$ cat config.mk
export PLATFORM = sky130hd
export DESIGN_NAME = seg_display_driver
export DESIGN_NICKNAME = d
export VERILOG_FILES = /design/src/rtl/seg_display_driver.sv
export SDC_FILE = /design/constraint.sdc
export NUM_CORES = 1
export LEC_CHECK = 0
export BUFFER_PORTS_ARGS = -buffer_cell sky130_fd_sc_hd__buf_2
export CAP_MARGIN = 5
export CORE_MARGIN = 5
export CORE_UTILIZATION = 60
export DETAILED_ROUTE_END_ITERATION = 7
export PLACE_DENSITY = 0.89
export REMOVE_ABC_BUFFERS = 1
export SLEW_MARGIN = 20
export SYNTH_ARGS = -nofsm -noshare
export SYNTH_HDL_FRONTEND = slang
export SYNTH_SLANG_ARGS = --single-unit
$ cat constraint.sdc
create_clock -name clk -period 5.9 [get_ports clk]
set_input_delay 0.59 -clock clk [delete_from_list [all_inputs] [get_ports clk]]
set_output_delay 0.59 -clock clk [all_outputs]
set_load 0.05 [all_outputs]
$ cat src/rtl/seg_display_driver.sv
// seg_display_driver: multiplexed 4-digit common-anode 7-segment driver.
// A free-running divider rotates through the digits. Digit data is taken into
// a shadow register on `load` so a scan never mixes old and new data.
// Optional feature macro: SEG_BLINK_EN adds a per-digit blink mask and phase.
module seg_display_driver #(
  parameter int REFRESH_DIV = 100000
`ifdef SEG_BLINK_EN
  , parameter int BLINK_FRAMES = 250
`endif
) (
  input  logic        clk,
  input  logic        rst,
  input  logic        load,
  input  logic [15:0] digits,
  input  logic [3:0]  dp,
  input  logic [3:0]  blank,
`ifdef SEG_BLINK_EN
  input  logic [3:0]  blink,
`endif
  output logic [6:0]  seg,
  output logic        dp_n,
  output logic [3:0]  an
);

  localparam int CNT_W = (REFRESH_DIV > 2) ? $clog2(REFRESH_DIV) : 1;
  localparam logic [CNT_W-1:0] DIV_LAST = CNT_W'(REFRESH_DIV - 1);

  logic [CNT_W-1:0] div_cnt;
  logic [1:0]       idx;
  logic [15:0]      sh_digits;
  logic [3:0]       sh_dp;
  logic [3:0]       sh_blank;

  logic             terminal;
  logic [1:0]       idx_nxt;
  logic [3:0]       digit_nxt;
  logic             hide_nxt;

`ifdef SEG_BLINK_EN
  localparam int FR_W = (BLINK_FRAMES > 1) ? $clog2(BLINK_FRAMES) : 1;
  localparam logic [FR_W-1:0] FR_LAST = FR_W'(BLINK_FRAMES - 1);

  logic [FR_W-1:0]  frame_cnt;
  logic             blink_phase;
  logic [3:0]       sh_blink;
  logic             frame_wrap;
  logic             phase_nxt;
`endif

  // Hex digit to active-low gfedcba pattern
  function automatic logic [6:0] hex7(input logic [3:0] d);
    logic [6:0] s;
    case (d)
      4'h0: s = 7'b1000000;
      4'h1: s = 7'b1111001;
      4'h2: s = 7'b0100100;
      4'h3: s = 7'b0110000;
      4'h4: s = 7'b0011001;
      4'h5: s = 7'b0010010;
      4'h6: s = 7'b0000010;
      4'h7: s = 7'b1111000;
      4'h8: s = 7'b0000000;
      4'h9: s = 7'b0010000;
      4'hA: s = 7'b0001000;
      4'hB: s = 7'b0000011;
      4'hC: s = 7'b1000110;
      4'hD: s = 7'b0100001;
      4'hE: s = 7'b0000110;
      default: s = 7'b0001110;
    endcase
    return s;
  endfunction

  // Post-edge scan position and what the newly selected digit should show
  always_comb begin
    terminal  = (div_cnt == DIV_LAST);
    idx_nxt   = terminal ? idx + 2'd1 : idx;
    digit_nxt = sh_digits[{idx_nxt, 2'b00} +: 4];
`ifdef SEG_BLINK_EN
    frame_wrap = terminal && (idx == 2'd3);
    phase_nxt  = (frame_wrap && (frame_cnt == FR_LAST)) ? ~blink_phase : blink_phase;
    hide_nxt   = sh_blank[idx_nxt] | (phase_nxt & sh_blink[idx_nxt]);
`else
    hide_nxt   = sh_blank[idx_nxt];
`endif
  end

  // Refresh divider and digit index
  always_ff @(posedge clk) begin
    if (rst) begin
      div_cnt <= '0;
      idx     <= 2'd0;
    end else begin
      div_cnt <= terminal ? '0 : div_cnt + 1'b1;
      idx     <= idx_nxt;
    end
  end

  // Shadow register: captured on load, independent of scan position
  always_ff @(posedge clk) begin
    if (rst) begin
      sh_digits <= '0;
      sh_dp     <= '0;
      sh_blank  <= '0;
    end else if (load) begin
      sh_digits <= digits;
      sh_dp     <= dp;
      sh_blank  <= blank;
    end
  end

`ifdef SEG_BLINK_EN
  // Frame counter and blink phase; blink mask rides with the shadow register
  always_ff @(posedge clk) begin
    if (rst) begin
      frame_cnt   <= '0;
      blink_phase <= 1'b0;
      sh_blink    <= '0;
    end else begin
      if (frame_wrap) begin
        frame_cnt <= (frame_cnt == FR_LAST) ? '0 : frame_cnt + 1'b1;
      end
      blink_phase <= phase_nxt;
      if (load) begin
        sh_blink <= blink;
      end
    end
  end
`endif

  // Registered display outputs; a hidden digit turns everything off
  always_ff @(posedge clk) begin
    if (rst) begin
      an   <= 4'b1110;
      seg  <= 7'b1000000;
      dp_n <= 1'b1;
    end else if (hide_nxt) begin
      an   <= 4'b1111;
      seg  <= 7'b1111111;
      dp_n <= 1'b1;
    end else begin
      an   <= ~(4'b0001 << idx_nxt);
      seg  <= hex7(digit_nxt);
      dp_n <= ~sh_dp[idx_nxt];
    end
  end

endmodule

Word-level counts from Yosys, hierarchy flattened
Memory sizes are Yosys's and may differ from the RTL's.
Index checks and enable logic that the tools add are counted.
Storage, ports and cells
  register bits: 55
  ROM bits: 112
  input port bits: 27
  output and inout bits: 12
  logic and storage cells: 28
  memories: 1
Memory list
  (name not given): words 16, bits a word 7, read ports 1, clocked after memory_dff 0, wr ports 0, line 53  | case (d)
Operators by class
  $add $sub $neg: 2
  magnitude comparators: 1
  eq/ne operators: 1
  shift-type cells: 2
  muxes and demuxes: 7
  bitwise operators: 2
  reduce and logical (&&, ||, !) cells: 2
Operators with widths (count)
  17-bit by 1-bit adder with 17-bit output (second input constant): 1
  17-bit equality test (second input constant): 1
  16-bit by 5-bit indexed part select with 4-bit output: 1
  6-bit two-way mux: 1
  1-bit binary-select mux with 2-bit select: 2
  4-bit NOT: 1
  2-bit OR reduction: 2
  1-bit by 2-bit << shifter with 4-bit output (first input constant): 1
  2-bit by 3-bit < comparator with 1-bit output (second input constant): 1
  1-bit two-way mux: 3
  2-bit by 1-bit adder with 2-bit output (second input constant): 1
  2-bit two-way mux: 1
  1-bit NOT: 1

Logic depth before layout (Yosys ltp)
  word-level depth: 5
  depth in mapped cells: 12
  depth with buffers taken out: 11

Worst setup path after synthesis
OpenSTA, ideal clock, no wires.
  path kind: reg2reg
  start point: reg div_cnt[0]
  end point: reg seg[3]
  setup time: 0.068 ns
  arrival: 2.703 ns
  required time: 5.832 ns
  path slack: 3.129 ns
  cell stages (with the launch flop): 12
  path buffers: 1
  clock period less this slack: 2.771 ns
  cell sequence: dfxtp_1 > ha_1 > and4_1 > and4_1 > buf_6 > mux2_4 > o221ai_4 > inv_1 > ha_1 > inv_1 > mux4_2 > a21oi_2
Between the ends
  word-level cells in the longest chain between the ends: 5
  elaborated cells between the ends (all ways): 7
  those cells by class: eq/ne (1); shift (1); mux (4); memory (1)
RTL lines
  start: declaration: line 28  | logic [CNT_W-1:0] div_cnt;
  start signal: assignment: line 94  | div_cnt <= terminal ? '0 : div_cnt + 1'b1;
  17-bit equality test (*): line 76  | terminal = (div_cnt == DIV_LAST);
  2-bit two-way mux (*): line 77  | idx_nxt = terminal ? idx + 2'd1 : idx;
  16-bit by 5-bit indexed part select with 4-bit output / 1-bit binary-select mux with 2-bit select (equally long branches): line 78, 84
  memory read 16 x 7 bit / 1-bit two-way mux (equally long branches)
  6-bit two-way mux (*): line 137  | end else if (hide_nxt) begin
  end signal: assignment: line 143  | seg <= hex7(digit_nxt);
  end: declaration: line 20  | output logic [6:0] seg,
Mark *: on every way between the ends. The rest lies on a longest branch, timed or not. The select of a mux whose other input is x is not followed.
A chain may end at the register's enable or synchronous reset.

Worst setup path after layout
Ends and elaborated chain as after synthesis.

==> results.sh <==
export IMPL_rsz0062_at_grt="no"
export IMPL_clock_latency_ns=0.31
export IMPL_cts_root_buf="clkbuf_8"
export IMPL_slew_headroom_pct=50.6
export IMPL_synth_xor_area_share_pct=5.86
export IMPL_track_usage_pct=19.3
export IMPL_antenna_found_initial=0
export IMPL_synth_top_area_share_pct=43.7
export IMPL_hold_end="div_cnt[0]"
export IMPL_drv_cap=0
export IMPL_ys_types=45
export IMPL_worstReg2RegStart="div_cnt[0]"
export IMPL_finalHoldViolCount=0
export IMPL_ys_seq_area_share_pct=43.7
export IMPL_fillCellCount=329
export IMPL_drt_iter0_drc=122
export IMPL_synth_area_leader_cell="dfxtp_1"
export IMPL_firstDrtPassIters=4
export IMPL_synth_top_family_by_area="simple AND/OR/NAND/NOR gates"
export IMPL_via_count=1940
export IMPL_grt_pass1_wl_um=8200
export IMPL_synth_edf_count=0
export IMPL_required_ns=6.14
export IMPL_fin_setup_tns_ns=0
export IMPL_multi_input_area_mm2=0.00132
export IMPL_max_freq_ghz=0.320
export IMPL_drive_gt1_share_pct=20.4
export IMPL_startpoint_type="flip-flop"
export IMPL_core_mm2=0.00403
export IMPL_synth_compound_area_share_pct=7.50
export IMPL_grt_pass1_vias=1852
export IMPL_yosys_most_used_dff="dfxtp_1"
export IMPL_clock_sinks=55
export IMPL_met3_usage_pct=4.81
export IMPL_cts_path_max_buffers=2
export IMPL_synthTopCellsByArea="dfxtp_1 (44%), mux2i_1 (12%), nor2_1 (8.5%)"
export IMPL_worstSetupPathType="reg -> reg"
export IMPL_crit_family="multiplexers"
export IMPL_r2r_slack_ns=2.78
export IMPL_die_w_um=74.8
export IMPL_async_flop_share_pct=0
export IMPL_cts_tree="yes"
export IMPL_antenna_cells=0
export IMPL_rr_endpoint="seg[3]"
export IMPL_synth_mux_area_share_pct=16.0
export IMPL_power_density_mw_per_mm2=244
export IMPL_cts_max_level=2
export IMPL_yosys_area_share_simple_pct=20.6
export IMPL_leakagePower_nw=1.21
export IMPL_reg2reg_depth=10
export IMPL_place_congestion=0.900
export IMPL_yosys_warnings=0
export IMPL_die_h_um=74.8
export IMPL_tightestPinTransition_ns=0.742
export IMPL_cts_made_buffers=5
export IMPL_fin_crit_ns=3.12
export IMPL_hp_class="reg -> reg"
export IMPL_dieArea_mm2=0.00559
export IMPL_ys_ff_latch=55
export IMPL_syn_inst=266
export IMPL_io_buffer_count=38
export IMPL_crit_buf_inv=2
export IMPL_crit_path_end_kind="flip-flop"
export IMPL_hpwl_um=3560
export IMPL_viasPerCell=5.56
export IMPL_ir_drop_uv=185
export IMPL_start_util_pct=62.5
export IMPL_drc=0
export IMPL_grt_max_degree=39
export IMPL_ctsHoldBuffers=0
export IMPL_syn_area_mm2=0.00252
export IMPL_drv_slew=0
export IMPL_wirelength_um=4920
export IMPL_cp_slowest_cell="mux4_2"
export IMPL_p_total_w=0.000684
export IMPL_synth_avg_cell_area_um2=9.47
export IMPL_skew_ns=0.00679
export IMPL_whs_path_depth=1
export IMPL_ioPinCount=39
export IMPL_gr_usage_met2_pct=31.2
export IMPL_cts_resized=0
export IMPL_path_clk_slew_ns=0.09
export IMPL_grt_busiest_layer="met2"
export IMPL_regArea_mm2=0.00110
export IMPL_wl_per_cell_um=14.1
export IMPL_antenna_left=0
export IMPL_fin_nets=331
export IMPL_status="complete, no violations"
export IMPL_setup_viol=0
export IMPL_cp_slowest_stage_delay_ns=0.46
export IMPL_min_delay_start="div_cnt[0]"
export IMPL_post_cts_buffers=0
export IMPL_synth_fa_ha_area_share_pct=2.48
export IMPL_syn2layout_area_growth_pct=11.3
export IMPL_use_met1_pct=23.9
export IMPL_finalCritPeriodShare_pct=53.0
export IMPL_critPathArrivalTime_ns=3.36
export IMPL_crit_chain="ha_1 > and4_1 > and4_1 > mux2_4 > o221ai_4 > inv_1 > ha_1 > inv_1 > mux4_2 > a21oi_2"
export IMPL_path_max_fanout=6
export IMPL_grt_ovfl_total=0
export IMPL_std_cell_rows=23
export IMPL_cp_depth=10
## flip-flops by register name (all words and copies together), names as in the netlist
register and flops:
div_cnt 17, sh_digits 16, seg 7, an 4, sh_blank 4, sh_dp 4, idx 2, dp_n 1
## per-layer routing
| layer | wire [µm] | vias to the layer above |
|---|---|---|
| li1 | - | 970 |
| met1 | 2130 | 909 |
| met2 | 2340 | 50 |
| met3 | 322 | 11 |
| met4 | 125 | 0 |
| met5 | 0 | - |
## synthesized netlist by cell type (2+ instances only)
library cell and count:
a211o_1 2, a21oi_1 2, a31oi_1 4, and3_1 2
and4_1 2, buf_1 2, buf_2 2, clkbuf_1 7
dfxtp_1 55, ha_1 5, inv_1 9, mux2_2 5
mux2i_1 31, nand2_1 16, nand2b_1 5, nand3_1 10
nand4_1 3, nor2_1 57, nor2b_1 2, o21ai_0 2
o221ai_4 2, or3_1 4, or3b_1 2, xnor2_1 4
xor2_1 11
## how the worst max path moves through the flow
stage / from / to / slack [ns]
final: div_cnt[0] / seg[3] / 2.78
after global routing: div_cnt[0] / seg[3] / 2.58
after CTS: div_cnt[0] / seg[3] / 2.77
after detailed placement: div_cnt[0] / seg[3] / 2.81
after global placement: div_cnt[0] / seg[3] / 2.94
after floorplan: div_cnt[0] / seg[3] / 2.88
## cell type report
| cell class | count | area share [%] |
|---|---|---|
| clock buffers | 6 | 2.95 |
| clock inverters | 1 | 0.178 |
| inverters | 9 | 1.20 |
| multi-input cells | 189 | 47.1 |
| flip-flops and latches | 55 | 39.3 |
| well taps | 50 | 2.23 |
| repair buffers | 39 | 7.05 |
## cells by family after synthesis
group           Yosys count
fa+ha+maj                 5
buf+inv                  22
simple gates            110
xor+xnor                 16
compound gates           20
flops                    55
mux                      38
## where the power goes
| group | switching, W | internal, W | total [W] |
|---|---|---|---|
| Clock | 0.000112 | 0.0000923 | 0.000204 |
| Sequential | 0.00000870 | 0.000387 | 0.000396 |
| Combinational | 0.0000511 | 0.0000331 | 0.0000842 |
| Total | 0.000171 | 0.000512 | 0.000684 |
## per-stage QoR
stage          util (%)  hold slack [ns]  cells  setup WS, ns  instance area [µm²]
2_1_floorplan         -            0.430    253          2.88                 2460
3_3_place_gp       67.4            0.445    342          2.94                 2720
3_5_place_dp       67.4            0.461    342          2.81                 2720
4_1_cts            69.6            0.482    349          2.77                 2800
5_1_grt            69.6            0.500    349          2.58                 2800
6_report           69.6            0.479    349          2.78                 2800
## worst register-to-register path: cells and delay by family (launching register included)
family                   cells  cell delay, ns
adder cells (fa/ha/maj)      2            0.53
multiplexers                 2            0.86
AND/OR/NAND/NOR              2            0.72
buffers and inverters        2            0.19
flip-flops                   1            0.38
AO/OA/AOI/OAI                2            0.38
## placed cells by master (no fill, tap or decap), types with 3 or more instances in the layout
cell type,synthesis,layout
nand3_1,10,10
inv_1,9,9
or3_1,4,4
nand2b_1,5,5
xor2_1,11,11
dfxtp_1,55,55
clkbuf_8,0,6
mux2i_1,31,31
a31oi_1,4,4
mux2_2,5,5
nor2_1,57,57
ha_1,5,5
buf_2,2,38
nand2_1,16,16
nand4_1,3,3
xnor2_1,4,4
Note: power is estimated with default switching activity, not from simulation.
